$ cat src/rtl/mem_pkg.sv
// Shared definitions for the external-memory arbiter and its helpers.
// Optional build macro used by mem_arbiter: MEM_ARB_ROUND_ROBIN_EN.
package mem_pkg;

    // One-hot arbiter states
    typedef enum logic [2:0] {
        MEM_ARB_IDLE    = 3'b001,
        MEM_ARB_ISSUE   = 3'b010,
        MEM_ARB_RELEASE = 3'b100
    } mem_arb_state_t;

    // Requester IDs
    localparam logic OWNER_IF = 1'b0;
    localparam logic OWNER_LS = 1'b1;

    // Command width used by the SPI engine
    localparam int SPI_CMD_BITS = 8;

    // Transfer sizes in bytes
    localparam logic [2:0] SIZE_B = 3'd1;
    localparam logic [2:0] SIZE_H = 3'd2;
    localparam logic [2:0] SIZE_W = 3'd4;

    // Anything other than a byte or halfword is treated as a full word,
    // matching what the engine itself does with odd byte counts.
    function automatic logic [2:0] coerce_size(input logic [2:0] s);
        return (s == SIZE_B || s == SIZE_H) ? s : SIZE_W;
    endfunction

endpackage

$ cat src/rtl/mem_rdata_fmt.sv
// Converts the engine's MSB-first fetched value into a little-endian,
// zero-extended word for the requester.
module mem_rdata_fmt
    import mem_pkg::*;
#(
    parameter int DATA_W = 32
) (
    input  logic [2:0]        size,
    input  logic [DATA_W-1:0] raw,
    output logic [DATA_W-1:0] fmt
);

    // Byte swap selected by transfer size; unused upper bytes read as zero
    always_comb begin
        fmt = '0;
        case (size)
            SIZE_B:  fmt[7:0]  = raw[7:0];
            SIZE_H:  fmt[15:0] = {raw[7:0], raw[15:8]};
            default: fmt[31:0] = {raw[7:0], raw[15:8], raw[23:16], raw[31:24]};
        endcase
    end

endmodule

$ cat src/rtl/mem_arbiter.sv
// Shares the SPI memory engine between instruction fetch and load/store.
// Build option: define MEM_ARB_ROUND_ROBIN_EN to alternate grants on
// simultaneous requests; otherwise load/store always wins a tie.
module mem_arbiter
    import mem_pkg::*;
#(
    parameter int ADDR_W = 25,
    parameter int DATA_W = 32
) (
    input  logic              clk,
    input  logic              rst,
    input  logic              if_req,
    input  logic [ADDR_W-1:0] if_addr,
    output logic              if_ack,
    output logic [DATA_W-1:0] if_rdata,
    input  logic              ls_req,
    input  logic [ADDR_W-1:0] ls_addr,
    input  logic              ls_we,
    input  logic [2:0]        ls_size,
    input  logic [DATA_W-1:0] ls_wdata,
    output logic              ls_ack,
    output logic [DATA_W-1:0] ls_rdata,
    output logic              mem_start,
    output logic [2:0]        mem_num_bytes,
    output logic [ADDR_W-1:0] mem_addr,
    output logic              mem_is_write,
    output logic [DATA_W-1:0] mem_wdata,
    input  logic              mem_done,
    input  logic [DATA_W-1:0] mem_rdata,
    output logic              busy
);

    mem_arb_state_t    state_q, state_d;
    logic              start_q, start_d;
    logic              if_ack_q, if_ack_d, ls_ack_q, ls_ack_d;
    logic [DATA_W-1:0] if_rdata_q, if_rdata_d, ls_rdata_q, ls_rdata_d;
    logic [ADDR_W-1:0] addr_q, addr_d;
    logic              we_q, we_d;
    logic [2:0]        size_q, size_d;
    logic [DATA_W-1:0] wdata_q, wdata_d;
    logic              owner_q, owner_d;
    logic              busy_q, busy_d;
    logic              grant_ls;
    logic [DATA_W-1:0] fmt_rdata;

    mem_rdata_fmt #(.DATA_W(DATA_W)) u_fmt (
        .size (size_q),
        .raw  (mem_rdata),
        .fmt  (fmt_rdata)
    );

`ifdef MEM_ARB_ROUND_ROBIN_EN
    // Last granted requester; a tie goes to the other one
    logic last_q, last_d;
    assign grant_ls = ls_req && (!if_req || last_q == OWNER_IF);
`else
    assign grant_ls = ls_req;
`endif

    // State and registered outputs
    always_ff @(posedge clk) begin
        if (rst) begin
            state_q    <= MEM_ARB_IDLE;
            start_q    <= 1'b0;
            if_ack_q   <= 1'b0;
            ls_ack_q   <= 1'b0;
            if_rdata_q <= '0;
            ls_rdata_q <= '0;
            addr_q     <= '0;
            we_q       <= 1'b0;
            size_q     <= '0;
            wdata_q    <= '0;
            owner_q    <= OWNER_IF;
            busy_q     <= 1'b0;
`ifdef MEM_ARB_ROUND_ROBIN_EN
            last_q     <= OWNER_LS;
`endif
        end else begin
            state_q    <= state_d;
            start_q    <= start_d;
            if_ack_q   <= if_ack_d;
            ls_ack_q   <= ls_ack_d;
            if_rdata_q <= if_rdata_d;
            ls_rdata_q <= ls_rdata_d;
            addr_q     <= addr_d;
            we_q       <= we_d;
            size_q     <= size_d;
            wdata_q    <= wdata_d;
            owner_q    <= owner_d;
            busy_q     <= busy_d;
`ifdef MEM_ARB_ROUND_ROBIN_EN
            last_q     <= last_d;
`endif
        end
    end

    // Next-state: grant in IDLE, wait for done in ISSUE, one idle cycle in RELEASE
    always_comb begin
        state_d    = state_q;
        start_d    = start_q;
        if_ack_d   = 1'b0;
        ls_ack_d   = 1'b0;
        if_rdata_d = if_rdata_q;
        ls_rdata_d = ls_rdata_q;
        addr_d     = addr_q;
        we_d       = we_q;
        size_d     = size_q;
        wdata_d    = wdata_q;
        owner_d    = owner_q;
`ifdef MEM_ARB_ROUND_ROBIN_EN
        last_d     = last_q;
`endif
        case (state_q)
            MEM_ARB_IDLE: begin
                if (if_req || ls_req) begin
                    owner_d = grant_ls ? OWNER_LS : OWNER_IF;
                    addr_d  = grant_ls ? ls_addr : if_addr;
                    we_d    = grant_ls && ls_we;
                    size_d  = grant_ls ? coerce_size(ls_size) : SIZE_W;
                    wdata_d = grant_ls ? ls_wdata : '0;
                    start_d = 1'b1;
                    state_d = MEM_ARB_ISSUE;
`ifdef MEM_ARB_ROUND_ROBIN_EN
                    last_d  = grant_ls ? OWNER_LS : OWNER_IF;
`endif
                end
            end
            MEM_ARB_ISSUE: begin
                if (mem_done) begin
                    start_d = 1'b0;
                    state_d = MEM_ARB_RELEASE;
                    if (owner_q == OWNER_LS) begin
                        ls_ack_d   = 1'b1;
                        ls_rdata_d = we_q ? '0 : fmt_rdata;
                    end else begin
                        if_ack_d   = 1'b1;
                        if_rdata_d = fmt_rdata;
                    end
                end
            end
            MEM_ARB_RELEASE: state_d = MEM_ARB_IDLE;
            default: begin
                state_d = MEM_ARB_IDLE;
                start_d = 1'b0;
            end
        endcase
        busy_d = (state_d != MEM_ARB_IDLE);
    end

    assign if_ack        = if_ack_q;
    assign ls_ack        = ls_ack_q;
    assign if_rdata      = if_rdata_q;
    assign ls_rdata      = ls_rdata_q;
    assign mem_start     = start_q;
    assign mem_num_bytes = size_q;
    assign mem_addr      = addr_q;
    assign mem_is_write  = we_q;
    assign mem_wdata     = wdata_q;
    assign busy          = busy_q;

endmodule
$ cat config.mk
export PLATFORM = sky130hd
export DESIGN_NAME = mem_arbiter
export DESIGN_NICKNAME = d
export VERILOG_FILES = /design/src/rtl/mem_pkg.sv /design/src/rtl/mem_rdata_fmt.sv /design/src/rtl/mem_arbiter.sv
export SDC_FILE = /design/constraint.sdc
export NUM_CORES = 1
export LEC_CHECK = 0
export CAP_MARGIN = 20
export CORE_UTILIZATION = 44
export CTS_CLUSTER_SIZE = 8
export DETAILED_ROUTE_END_ITERATION = 8
export HOLD_SLACK_MARGIN = 0.15
export PLACE_DENSITY = 0.88
export REMOVE_ABC_BUFFERS = 1
export SYNTH_ARGS = -nofsm -noshare
export SYNTH_HDL_FRONTEND = slang
export SYNTH_SLANG_ARGS = --single-unit
$ cat constraint.sdc
create_clock -name clk -period 3.99 [get_ports clk]
set_input_delay 1.197 -clock clk [delete_from_list [all_inputs] [get_ports clk]]
set_output_delay 1.197 -clock clk [all_outputs]
set_load 0.03 [all_outputs]
==> results_tabular.tex <==
\begin{tabular}{lr}
\hline
Metric & Value \\
\hline
\multicolumn{2}{l}{\textbf{Placement}} \\
\quad Worst Setup Slack post-DPL & 0.6490 ns \\
\quad Count of input and output buffers & 251 \\
\quad Last weighted congestion value of the routability-driven placer & 0.9418 \\
\quad Final HPWL from detailed placement & 12.56 mm \\
\quad Post-placement cell count & 916 \\
\multicolumn{2}{l}{\textbf{Cells and area}} \\
\quad Filler-free cell count of the finished design & 950 \\
\quad Most used cells in the layout excluding fill and tap cells & 250 x clkdlybuf4s50\_1, 133 x dfxtp\_1, 100 x nor2\_1 \\
\quad Layout fillers & 779 \\
\quad Area added between synthesis and finish & 61.30\% \\
\quad Multi-input gate area & 2295 sq um \\
\quad Share of cells above drive strength 1 & 0.07568 \\
\quad Most common cell after layout, fill and taps aside & clkdlybuf4s50\_1 \\
\quad Sequential cell area in the final layout & 2663 sq um \\
\quad Final layout net count & 916 \\
\multicolumn{2}{l}{\textbf{Worst setup path}} \\
\quad CP Data Arrival Time & 1.63 ns \\
\quad Class of the most critical setup path & flop to output port \\
\quad Slack of the worst reg-to-reg path & 1.92 ns \\
\quad Register-to-Register Path Depth & 5 \\
\quad Levels on crit path & 1 \\
\quad Maximum fanout along the worst path & 8 \\
\quad Crit-path max cell delay & 0.75 ns \\
\quad Nature of the critical path endpoint & output port \\
\quad Required time worst endpoint & 2.79 ns \\
\quad Crit start category & flop \\
\quad Startpoint of the most critical register-to-register path & state\_q[1]\$\_SDFF\_PP0\_ \\
\quad Worst reg2reg path endpoint & mem\_wdata[14]\$\_SDFFE\_PP0P\_ \\
\quad Top cell family by delay on the critical path & buffers and inverters \\
\quad CP max-delay cell & clkdlybuf4s50\_1 \\
\quad Critical path, cell by cell & clkdlybuf4s50\_1 \\
\quad Combined buffer and inverter count along the critical path & 1 \\
\multicolumn{2}{l}{\textbf{Timing}} \\
\quad Final worst path period share & 0.7091 \\
\quad Post-route worst hold slack & 0.4548 ns \\
\quad Worst slew margin & 0.4714 \\
\quad Worst setup slack after layout & 1.161 ns \\
\quad Upper clock frequency limit & 0.3534 GHz \\
\quad Final setup skew & 0.006010 ns \\
\quad Total of endpoints with negative setup slack in the final report & 0 \\
\quad Least-Margin Pin Slew & 0.7929 ns \\
\quad Final hold vios & 0 \\
\quad Final Max Slew Viols & 0 \\
\quad Minimum clock period & 2.829 ns \\
\quad Post-route setup TNS & 0 ns \\
\quad RSZ-0062 raised after global routing & no \\
\multicolumn{2}{l}{\textbf{Synthesis}} \\
\quad Average size of a mapped cell & 9.229 sq um \\
\quad Total of warnings raised by yosys & 0 \\
\quad Distinct cells, synth & 37 \\
\quad Cell area after synthesis & 5205 sq um \\
\quad Synthesized instance count & 564 \\
\quad Share of synthesized area occupied by flip-flops and latches & 0.5115 \\
\quad Cell type with the highest aggregate area in the netlist & dfxtp\_1 \\
\quad Number of synthesized flops with an enable pin & 0 \\
\quad Largest cells by area after synthesis & dfxtp\_1 51\%, a22oi\_1 7.4\%, nor2\_1 7.3\%, a211oi\_1 6.1\%, mux2i\_1 4.8\% \\
\quad Async set-reset flop share out of synthesis & 0 \\
\quad Proportion of netlist area held by the largest area contributor & 0.5115 \\
\quad Dominant synthesized flop cell & dfxtp\_1 \\
\quad Post-synthesis register bit count & 133 \\
\multicolumn{2}{l}{\textbf{Power}} \\
\quad Ratio of total power to cell area & 454.9 nW/um\^{}2 \\
\quad Max rail drop VDD & 0.3032 mV \\
\quad Leakage power total & 0.003082 uW \\
\multicolumn{2}{l}{\textbf{Routing}} \\
\quad Average wire per standard cell & 18.78 microns \\
\quad Number of DRC markers after the initial detailed-route iteration & 476 \\
\quad Remaining antenna violation count after routing & 0 \\
\quad Number of vias after detailed routing & 5370 \\
\quad Residual DRC & 0 \\
\quad First-pass DRT Iterations & 8 \\
\quad Drt total wl & 17.84 mm \\
\quad Number of vias per cell after detailed routing & 5.653 \\
\multicolumn{2}{l}{\textbf{Floorplan}} \\
\quad Total core area & 11470 sq um \\
\quad I/O pin cnt & 252 \\
\quad Total Die Area & 12270 sq um \\
\quad FP Rows & 39 \\
\quad Height of the die & 110.8 microns \\
\quad Die Width & 110.8 microns \\
\quad Initial Util & 0.4539 \\
\multicolumn{2}{l}{\textbf{Global routing}} \\
\quad Gr busiest metal & met2 \\
\quad GRT Total Usage & 0.2869 \\
\quad Largest net degree at the start of global routing & 57 \\
\quad Final global-route overflow total & 0 \\
\quad Met1 Track Usage GR & 0.3175 \\
\quad Global-route track usage on met2 & 0.4865 \\
\quad Antenna violations before repair & 1 \\
\quad First-pass GRT wire length & 27.54 mm \\
\quad Vias in the first global route & 5246 \\
\quad GR Layer Usage met3 & 0.08693 \\
\multicolumn{2}{l}{\textbf{Run}} \\
\quad Max capacitance violation total & 0 \\
\multicolumn{2}{l}{\textbf{CTS}} \\
\quad Number of gates resized after CTS & 0 \\
\quad Number of buffers inserted by hold repair at cts & 0 \\
\quad Maximum level of the CTS H-tree & 4 \\
\quad Clk\_lat worst skew & 0.41 ns \\
\quad Cts bufs inserted & 17 \\
\quad Worst-case clock buffer depth & 2 \\
\quad Buffer count from post-CTS setup fixing & 0 \\
\quad Number of clock sinks seen by CTS & 133 \\
\quad Clock tree root buffer cell & clkbuf\_16 \\
\quad Clock-pin slew on the worst setup and hold paths & 0.06 ns \\
\quad TritonCTS clock tree & done \\
\multicolumn{2}{l}{\textbf{Hold path}} \\
\quad Worst hold endpoint & ls\_rdata[22]\$\_SDFFE\_PP0P\_ \\
\quad Hold depth & 2 \\
\quad Min-Delay Startpoint & ls\_rdata[22]\$\_SDFFE\_PP0P\_ \\
\quad Worst min-delay path category & flop to flop \\
\multicolumn{2}{l}{\textbf{Status}} \\
\quad Outcome & finished clean \\
\hline
\end{tabular}
==> power breakdown <==
group / internal, uW / switching (uW)
Combinational: 335 / 417
Clock: 1010 / 605
Sequential: 1410 / 50.1
==> layout make-up <==
cell class	instances	area share
Sequential cell	133	0.3171
Timing Repair Buffer	263	0.3106
Multi-Input combinational cell	369	0.2733
Clock buffer	18	0.05231
Tap cell	143	0.02131
Clock inverter	14	0.02101
Inverter	9	0.004024
Antenna cell	1	0.0002981
==> per-stage QoR <==
step                utilization  cell area, sq um  total power (uW)
floorplan                     -              4967              1832
global placement         0.6769              7762              2200
detailed placement       0.6769              7762              2221
CTS                      0.7306              8378              3821
global route             0.7321              8396              3957
finish                   0.7321              8396              3819
==> cells by family (layout without fill, tap and decap cells) <==
family | after synthesis | count (layout) | share of synthesized area
simple gates | 177 | 177 | 0.1565
compound gates | 166 | 166 | 0.2301
buf+inv | 62 | 304 | 0.05216
xor+xnor | 1 | 1 | 0.001683
mux | 25 | 25 | 0.04808
flops | 133 | 133 | 0.5115
other cells | 0 | 1 | 0
==> synth_stat cells (9+ instances only) <==
master and instances:
a211oi_1 42, a21oi_1 21, nand2_1 24, a22oi_1 51, dfxtp_1 133, nand3_1 16
nand3b_1 17, nor2_1 101, clkbuf_1 30, buf_2 19, mux2i_1 25, inv_1 9
o21ai_2 10
==> layer usage <==
layer	vias up	wire, microns
met2	330	8892
met3	52	1490
li1	2490	-
met1	2498	6703
met5	-	0
met4	0	755
==> worst reg2reg max path, stage by stage (launching register included) <==
cell and delay [ns]:
dfxtp_1 0.39, nand2b_1 0.28, or3_1 0.67, buf_8 0.29, a22oi_1 0.24, nor2_1 0.07
==> registers in the layout, indices dropped and copies added, names as in the netlist <==
| register | flops |
|---|---|
| busy | 1 |
| if_ack | 1 |
| if_rdata | 32 |
| ls_ack | 1 |
| ls_rdata | 32 |
| mem_addr | 25 |
| mem_is_write | 1 |
| mem_num_bytes | 3 |
| mem_start | 1 |
| mem_wdata | 32 |
| owner_q | 1 |
| state_q | 3 |
==> worst max path at each step <==
stage / slack (ns) / startpoint / endpoint
final: 1.16 / mem_num_bytes[1]$_SDFFE_PP0P_ / mem_num_bytes[1]
after global routing: 1.13 / mem_num_bytes[1]$_SDFFE_PP0P_ / mem_num_bytes[1]
after CTS: 1.01 / ls_req / mem_wdata[24]$_SDFFE_PP0P_
after detailed placement: 0.65 / ls_req / mem_wdata[24]$_SDFFE_PP0P_
after global placement: 0.77 / ls_req / mem_wdata[5]$_SDFFE_PP0P_
after floorplan: -0.33 / ls_req / mem_num_bytes[0]$_SDFFE_PP0P_
Note: power is estimated with default switching activity, not from simulation.
